<file path="src/rtl/timer_pkg.sv">
// Shared types and default widths for the interval timer and its helpers.
package timer_pkg;

  typedef enum logic [1:0] {
    IDLE = 2'd0,
    RUN  = 2'd1,
    HOLD = 2'd2
  } timer_state_t;

  localparam int TIMER_W  = 16;
  localparam int TIMER_CW = 8;

endpackage : timer_pkg

</file>
<file path="src/rtl/sat_counter.sv">
// Saturating up-counter with synchronous clear; sticks at all-ones.
module sat_counter #(
  parameter int CW = 8
) (
  input  logic          clk,
  input  logic          rst,
  input  logic          clr,
  input  logic          inc,
  output logic [CW-1:0] count
);

  logic [CW-1:0] count_q;
  logic [CW-1:0] count_d;

  always_comb begin
    count_d = count_q;
    if (clr) begin
      count_d = '0;
    end else if (inc && !(&count_q)) begin
      count_d = count_q + CW'(1);
    end
  end

  always_ff @(posedge clk) begin
    if (rst) begin
      count_q <= '0;
    end else begin
      count_q <= count_d;
    end
  end

  assign count = count_q;

endmodule : sat_counter

</file>
<file path="src/rtl/interval_timer.sv">
// Programmable interval generator: counts t from 0 to f-1, once or repeatedly,
// with pause/stop control, wrap ticks, half-period flag and a wrap counter.
import timer_pkg::*;

module interval_timer #(
  parameter int W  = TIMER_W,
  parameter int CW = TIMER_CW
) (
  input  logic          clk,
  input  logic          rst,
  input  logic          start,
  input  logic [W-1:0]  f_in,
  input  logic          periodic,
  input  logic          pause,
  input  logic          stop,
  output logic [W-1:0]  t,
  output logic [W-1:0]  f,
  output logic          busy,
  output logic          tick,
  output logic          half,
  output logic          done,
  output logic          err,
  output logic [CW-1:0] wraps
);

  timer_state_t state_q, state_d;
  logic [W-1:0] t_q, t_d;
  logic [W-1:0] f_q, f_d;
  logic         periodic_q, periodic_d;
  logic         tick_q, tick_d;
  logic         done_q, done_d;
  logic         err_q, err_d;
  logic         wraps_clr;
  logic         wraps_inc;

  logic         start_ok;
  logic         at_last;
  logic         wrap_now;

  // A wrap may still complete on the edge that enters HOLD, but a frozen
  // HOLD (pause still high) never wraps.
  assign start_ok = start && (f_in != '0);
  assign at_last  = (t_q == (f_q - W'(1)));
  assign wrap_now = !stop && at_last &&
                    ((state_q == RUN) || ((state_q == HOLD) && !pause));

  always_ff @(posedge clk) begin
    if (rst) begin
      state_q    <= IDLE;
      t_q        <= '0;
      f_q        <= '0;
      periodic_q <= 1'b0;
      tick_q     <= 1'b0;
      done_q     <= 1'b0;
      err_q      <= 1'b0;
    end else begin
      state_q    <= state_d;
      t_q        <= t_d;
      f_q        <= f_d;
      periodic_q <= periodic_d;
      tick_q     <= tick_d;
      done_q     <= done_d;
      err_q      <= err_d;
    end
  end

  always_comb begin
    state_d = state_q;
    unique case (state_q)
      IDLE: begin
        if (start_ok) state_d = RUN;
      end
      RUN, HOLD: begin
        if (stop) begin
          state_d = IDLE;
        end else if (wrap_now && !periodic_q) begin
          state_d = IDLE;
        end else begin
          state_d = pause ? HOLD : RUN;
        end
      end
      default: state_d = IDLE;
    endcase
  end

  always_comb begin
    t_d        = t_q;
    f_d        = f_q;
    periodic_d = periodic_q;
    tick_d     = 1'b0;
    done_d     = 1'b0;
    err_d      = 1'b0;
    wraps_clr  = 1'b0;
    wraps_inc  = 1'b0;
    if (state_q == IDLE) begin
      if (start_ok) begin
        f_d        = f_in;
        periodic_d = periodic;
        t_d        = '0;
        wraps_clr  = 1'b1;
      end else if (start) begin
        err_d = 1'b1;
      end
    end else if (stop) begin
      t_d = '0;
    end else if (wrap_now) begin
      t_d       = '0;
      tick_d    = 1'b1;
      wraps_inc = 1'b1;
      done_d    = !periodic_q;
    end else if (!pause) begin
      t_d = t_q + W'(1);
    end
  end

  sat_counter #(
    .CW(CW)
  ) u_wraps (
    .clk  (clk),
    .rst  (rst),
    .clr  (wraps_clr),
    .inc  (wraps_inc),
    .count(wraps)
  );

  assign t    = t_q;
  assign f    = f_q;
  assign busy = (state_q != IDLE);
  assign tick = tick_q;
  assign done = done_q;
  assign err  = err_q;
  assign half = busy && (t_q >= (f_q >> 1));

endmodule : interval_timer
</file>
<file path="config.mk">
export PLATFORM = sky130hd
export DESIGN_NAME = interval_timer
export DESIGN_NICKNAME = d
export VERILOG_FILES = /design/src/rtl/timer_pkg.sv /design/src/rtl/sat_counter.sv /design/src/rtl/interval_timer.sv
export SDC_FILE = /design/constraint.sdc
export NUM_CORES = 1
export LEC_CHECK = 0
export ABC_AREA = 1
export BUFFER_PORTS_ARGS = -buffer_cell sky130_fd_sc_hd__clkbuf_2
export CORE_AREA = 3 3 83 116
export CTS_BUF_LIST = sky130_fd_sc_hd__clkbuf_16
export CTS_CLUSTER_SIZE = 12
export DETAILED_ROUTE_END_ITERATION = 10
export DIE_AREA = 0 0 86 119
export GPL_TIMING_DRIVEN = 1
export SYNTH_ARGS = -nofsm -noshare
export SYNTH_HDL_FRONTEND = slang
export SYNTH_SLANG_ARGS = --single-unit
</file>
<file path="constraint.sdc">
create_clock -name clk -period 3.15 [get_ports clk]
set_input_delay 0.315 -clock clk [delete_from_list [all_inputs] [get_ports clk]]
set_output_delay 0.315 -clock clk [all_outputs]
set_load 0.005 [all_outputs]
</file>
# --- Word-level counts from Yosys, hierarchy flattened ---
# Cells that the tools add are included.
classes:
  addsub: 3
  muxes: 16
  n_lt_le_gt_ge: 1
  n_eq_ne: 5
  reduce_logical: 22
  bitwise_logic: 2
ops:
  columns: ["op", "count"]
  rows:
  - ["$mux 16", 5]
  - ["$add 16x1->16 const B", 1]
  - ["$eq 16x16->1", 1]
  - ["$ge 16x15->1", 1]
  - ["$reduce_bool 16->1", 1]
  - ["$sub 16x1->16 const B", 1]
  - ["$add 8x1->8 const B", 1]
  - ["$mux 2", 4]
  - ["$reduce_and 8->1", 1]
  - ["$logic_and 1x1->1", 7]
  - ["$mux 1", 6]
  - ["$logic_not 1->1", 4]
  - ["$ne 4x1->1 const B", 1]
  - ["$pmux 2 s2", 1]
  - ["$reduce_and 2->1", 2]
  - ["$reduce_or 2->1", 2]
  - ["$reduce_or 4->1", 1]
  - ["$reduce_or 3->1", 1]
  - ["$eq 2x1->1 const B", 1]
  - ["$eq 2x2->1 const B", 1]
  - ["$logic_not 2->1", 1]
  - ["$ne 2x2->1 const B", 1]
  - ["$not 1->1", 2]
  - ["$reduce_bool 2->1", 1]
  - ["$logic_or 1x1->1", 1]
totals:
  register_bits: 46
  out_inout_bits: 45
  wordCells: 57

# --- Longest topological paths before layout ---
logic_depth:
  word_depth: 8
  mapped_depth: 18

# --- Cells and area by module ---
# From an unflattened synthesis, not the netlist that was laid out.
unflattened:
  cells_unflattened: 556
  hier_area_um2: 3495.9
by_module_without_submodules:
  columns: ["module", "instances", "cells_per_inst", "seq_area_each_um2", "area_each_um2"]
  rows:
  - ["interval_timer", 1, 486, 760.7, 3054.2]
  - ["sat_counter", 1, 70, 160.2, 441.7]

# --- Worst setup path before layout ---
# Ideal clock, no wire load.
synth_path:
  path_type: "register to register"
  startpoint: "reg f_q[0] (netlist: f[0])"
  endpoint: "reg t_q[10] (netlist: t[10])"
  path_slack_ns: 1.067
  t_required_ns: 3.037
  stages_incl_launch_ff: 16
  arrival_time_ns: 1.970
  n_path_buf: 1
  period_less_slack_ns: 2.083
  path_cell_list: "dfxtp_1 > inv_1 > ha_1 > nand2_1 > nor2_2 > nand2_1 > nor2_1 > xor2_1 > nand3_1 > nor2_4 > nand2_4 > nand2_4 > nand2_4 > buf_6 > o21ai_1 > nor2_1"
synth_between:
  elab_chain_len: 7
  elab_cells_between_ends: 9
synth_lines:
  columns: ["element", "line", "source"]
  rows:
  - ["from (decl)", "interval_timer.sv:28", "logic [W-1:0] f_q, f_d;"]
  - ["from (signal assigned)", "interval_timer.sv:51", "f_q <= '0;"]
  - ["from (signal assigned)", "interval_timer.sv:59", "f_q <= f_d;"]
  - ["$sub 16x1->16 (*)", "interval_timer.sv:43", "assign at_last = (t_q == (f_q - W'(1)));"]
  - ["$eq 16x16->1 (*)", "interval_timer.sv:43", null]
  - ["$logic_and 1x1->1 (*) (2 in series)", "interval_timer.sv:44", "assign wrap_now = !stop && at_last &&"]
  - ["$mux 16", "interval_timer.sv:106", "end else if (wrap_now) begin"]
  - ["$mux 16", "interval_timer.sv:104", "end else if (stop) begin"]
  - ["$mux 16", "interval_timer.sv:95", "if (state_q == IDLE) begin"]
  - ["to (signal assigned)", "interval_timer.sv:58", "t_q <= t_d;"]
  - ["to (decl)", "interval_timer.sv:27", "logic [W-1:0] t_q, t_d;"]
# Every way passes the cells marked *; elsewhere a longest branch is shown, timed or not.
# A chain may end at the register's enable or synchronous reset.

# --- Worst setup path after layout ---
layout_path:
  startpoint: "reg f_q[2] (netlist: f[2])"
  endpoint: "out half"
layout_between:
  elab_chain_len: 2
layout_lines:
  columns: ["element", "line", "source"]
  rows:
  - ["$ge 16x15->1", "interval_timer.sv:132", "assign half = busy && (t_q >= (f_q >> 1));"]
  - ["$logic_and 1x1->1", "interval_timer.sv:132", null]
  - ["to (decl)", "interval_timer.sv:20", "output logic half,"]
# Every way passes these cells.

==> results.txt <==
The final antenna-violating net count came out at 0. The final standard cell count with taps included and fillers excluded came out at ~680. The floorplan die height is 119 µm. The number of buffers inserted by port buffering came out at 66. The first-pass detailed-route iteration total came out at 4. In the routed design, unresolved DRC markers number 0. The cell area after synthesis came out at 3350 µm².

The quantity of hold-fixing buffers added after cts is 0. The number of cells upsized or downsized after cts is 0. The filler cell count in the final layout is 923. Entering global routing, the biggest net connects 36 pins.

The number of setup violations in the final report is 0. The count of endpoints failing hold in the final timing report is 0. The die extent in x came out at about 86 µm.

The clock tree synthesis step divided the H-tree into 2 levels. The sequential cells in the finished layout cover a total of between 900 and 1000 µm². TritonCTS built the clock tree. The worst-case clock skew is ~0.0056 ns. The share of total power dissipated in the clock network is between 20% and 30%. The total of max-cap violations came out at 0. The fraction of power spent switching nets is about 37%. The static leakage power came out at approximately 1.9 nW. For the final routed database, the setup TNS stands at 0 ns. Dividing the detail-routed wire length by the instance count gives 14.0 µm. The share of post-route cells with drive strength above 1 is between 10% and 20%. After floorplanning, the core was sized to cover a little under 9000 µm². The run finished with clean final reports. For this design the ratio of total power to cell area is around 460 nW/µm². The ratio of routed vias to standard cells is between 5 and 6. The arrival time of the worst setup path came out at between 2 and 2.5 ns.

The worst setup path is captured at an output port. The DRC marker count from the first detailed-route iteration came out at around 120. Synthesis produced a netlist whose cell count is 514.

For the worst setup path, the data required time is between 2 and 3 ns. The highest-delay cell along the critical path is sky130_fd_sc_hd__dfxtp_1. The internal cell power is ~1.1 mW.

The footprint of the multi-input gates came out at 2100 µm². The worst hold path begins at start. The number of standard-cell rows in the floorplan came out at 40. The final critical path takes up 81.2% of the cycle. The via count is 3446. The worst setup path is launched from a register. In this run the tightest slew margin relative to its limit is ~58%.

The path with the worst hold slack has its endpoint at err. The count of pins over their slew limit is 0. The worst hold path was traced through 3 stages. The first global-routing pass estimated 15700 µm of wire. The path class of the tightest hold or removal check is in2reg.

In this design, the stage delay of the slowest critical-path cell is 0.55 ns. The overall fraction of global-route tracks in use is 19.2%. The share of the yosys chip area belonging to registers is a little over a quarter. The most used flip-flop cell after synthesis is sky130_fd_sc_hd__dfxtp_1. Measured in cells, the most critical reg-to-reg path has a length of 15. The via count of the first global-routing pass came out at between 3000 and 4000. The hold slack came out at between 0.2 and 0.3 ns. The root buffer cell is sky130_fd_sc_hd__clkbuf_16.

The remaining global-route overflow came out at 0. The CTS sink count is between 40 and 50. Yosys printed 0 warnings. Counting tap cells, the placed design contains a total of 675 instances. The combinational share of power is a little under a third. The initial antenna violation count is 0.

The maximum clock rate came out at slightly below 400 MHz. The synthesized area per cell came out at approximately 6.5 µm². The antenna diode count is 0. The source-to-sink clock delay at the later pin of the worst-skew pair is just under 0.3 ns.

Buffers inserted during clock tree synthesis total 5. The clock-pin transition on the worst setup and hold timing paths is approximately 0.060 ns. In this run the critical register-to-register path is launched from f[0]. The number of flops mapped to enable cells by yosys is 0. Buffers added to address setup during post-CTS repair amount to 0. In this design, the largest share of critical-path delay is due to compound AO/OA/AOI/OAI gates. The starting density of the core came out at 38.7%. The die footprint came out at 10200 µm².

The library cell used most frequently in the layout, excluding fill and tap cells, is sky130_fd_sc_hd__nand2_1. The post-synth net total is about 560. The clock tree buffer depth came out at 2. The relative contribution of sequential cells to total power is 39.3%. From synthesis to final layout, the design area changed by 16.2%. The top cell types in the final layout, fill and taps aside, are sky130_fd_sc_hd__nand2_1, sky130_fd_sc_hd__nor2_1, sky130_fd_sc_hd__inv_1. The largest fanout on the critical path came out at 7. Setup repair after global routing left no endpoint under its margin. The slew at the pin with the worst max-slew slack is 0.632 ns.

IR analysis of the VDD net gives a maximum drop of 291 µV. The slack of the worst reg-to-reg path came out at 0.66 ns. The setup path with the least slack is of type reg2out. The sum of buffers and inverters on the critical path is 3. During I/O placement, the number of pins put on the boundary was between 60 and 70.

The switching power is ~650 µW. At the end of the flow, the number of nets in the layout was roughly 620. The final critical-path required period is about 2.6 ns. The estimated wirelength of the detail-placed design came out at approximately 7500 µm. Counting buffers and inverters, the worst setup path is 11 cells deep. The unique cell type count in the Yosys netlist is 36. The total wirelength of the detailed-routed design came out at roughly 9500 µm. Walking the worst path, the cells encountered are inv_1 -> ha_1 -> a21oi_1 -> nor2_1 -> a211oi_1 -> o221ai_1 -> nand2_1 -> o2111ai_1 -> nand2_1 -> inv_1 -> clkbuf_2. The worst register-to-register path ends at t[1].

The fraction of synthesized cell area taken by the top area cell type came out at a little over a quarter. For this run, asynchronously set or reset flops after synthesis account for 0%. The weighted congestion reported at the end of routability-driven placement came out at about 0.88.

The end-of-flow core utilization came out at approximately 45%. Yosys attributes the largest share of cell area to sky130_fd_sc_hd__dfxtp_1, sky130_fd_sc_hd__nand2_1, sky130_fd_sc_hd__nor2_1, sky130_fd_sc_hd__ha_1, sky130_fd_sc_hd__inv_1. The largest area contributor in the synthesized netlist is sky130_fd_sc_hd__dfxtp_1. The number of synthesized register bits is 46.
-- how the worst max path moves through the flow --
stage | startpoint | end | slack (ns)
floorplan | f[0] | t[10] | 1.07
global route | f[2] | half | 0.25
CTS | f[2] | half | 0.55
global placement | f[1] | t[10] | 0.71
detailed placement | f[0] | t[1] | 0.64
finish | f[2] | half | 0.59
-- synth_stat cells, types with 4 or more instances --
master / n
sky130_fd_sc_hd__nor4_1: 5
sky130_fd_sc_hd__a21oi_1: 32
sky130_fd_sc_hd__o21ai_1: 9
sky130_fd_sc_hd__nand2_1: 106
sky130_fd_sc_hd__nor2_4: 7
sky130_fd_sc_hd__nand4_1: 8
sky130_fd_sc_hd__ha_1: 22
sky130_fd_sc_hd__clkbuf_1: 5
sky130_fd_sc_hd__nor3_1: 8
sky130_fd_sc_hd__xor2_1: 19
sky130_fd_sc_hd__nand2_4: 4
sky130_fd_sc_hd__nor2_1: 91
sky130_fd_sc_hd__inv_1: 66
sky130_fd_sc_hd__dfxtp_1: 46
sky130_fd_sc_hd__nand3_1: 24
sky130_fd_sc_hd__o21ai_0: 23
sky130_fd_sc_hd__xnor2_1: 8
sky130_fd_sc_hd__nand2_2: 5
-- routing by layer --
layer  GRT usage, %  up-vias  wire length, µm
met5              0        -                0
met4           6.93        0              187
li1               -     1760                -
met1           22.0     1561             3820
met2           34.5      109             5020
met3           3.46       16              513
-- flip-flops by register name (all words and copies together), names as in the netlist --
signal / count
f: 16
tick: 1
t: 16
state_q: 2
err: 1
done: 1
u_wraps.count: 8
periodic_q: 1
-- final cells by class --
class                           instances  share of cell area, %
Timing Repair Buffer                   68                   8.87
Clock inverter                          3                  0.321
Sequential cell                        46                   23.6
Tap cell                              105                   3.37
Multi-Input combinational cell        386                   53.8
Clock buffer                            5                   3.21
Inverter                               70                   6.75
-- worst min-delay path, cell delays in order --
cell	delay, ns
sky130_fd_sc_hd__clkbuf_2	0.11
sky130_fd_sc_hd__nand2_1	0.07
sky130_fd_sc_hd__nor2_1	0.04
-- cell families after synthesis --
family | synth area share (%)
adders and majority gates | 8.21
buffers and inverters | 9.97
and+or+nand+nor | 35.8
AOI/OAI and AO/OA | 11.5
DFF | 27.5
xor gates and xnor gates | 7.05
-- power by group through the flow --
| stage | registers (mW) | clock network, mW | logic, mW |
|---|---|---|---|
| final | 0.697 | 0.518 | 0.561 |
| after global routing | 0.705 | 0.554 | 0.640 |
| after CTS | 0.697 | 0.538 | 0.564 |
| after detailed placement | 0.710 | 0 | 0.559 |
| after global placement | 0.709 | 0 | 0.551 |
| after floorplan | 0.686 | 0 | 0.417 |
-- through the flow --
step	setup WS [ns]	area (µm²)	power [mW]
2_1_floorplan	1.07	3350	1.10
3_3_place_gp	0.706	3760	1.26
3_5_place_dp	0.640	3760	1.27
4_1_cts	0.550	3890	1.80
5_1_grt	0.248	3890	1.90
6_report	0.591	3890	1.78
Power figures use the tool's default switching activity.
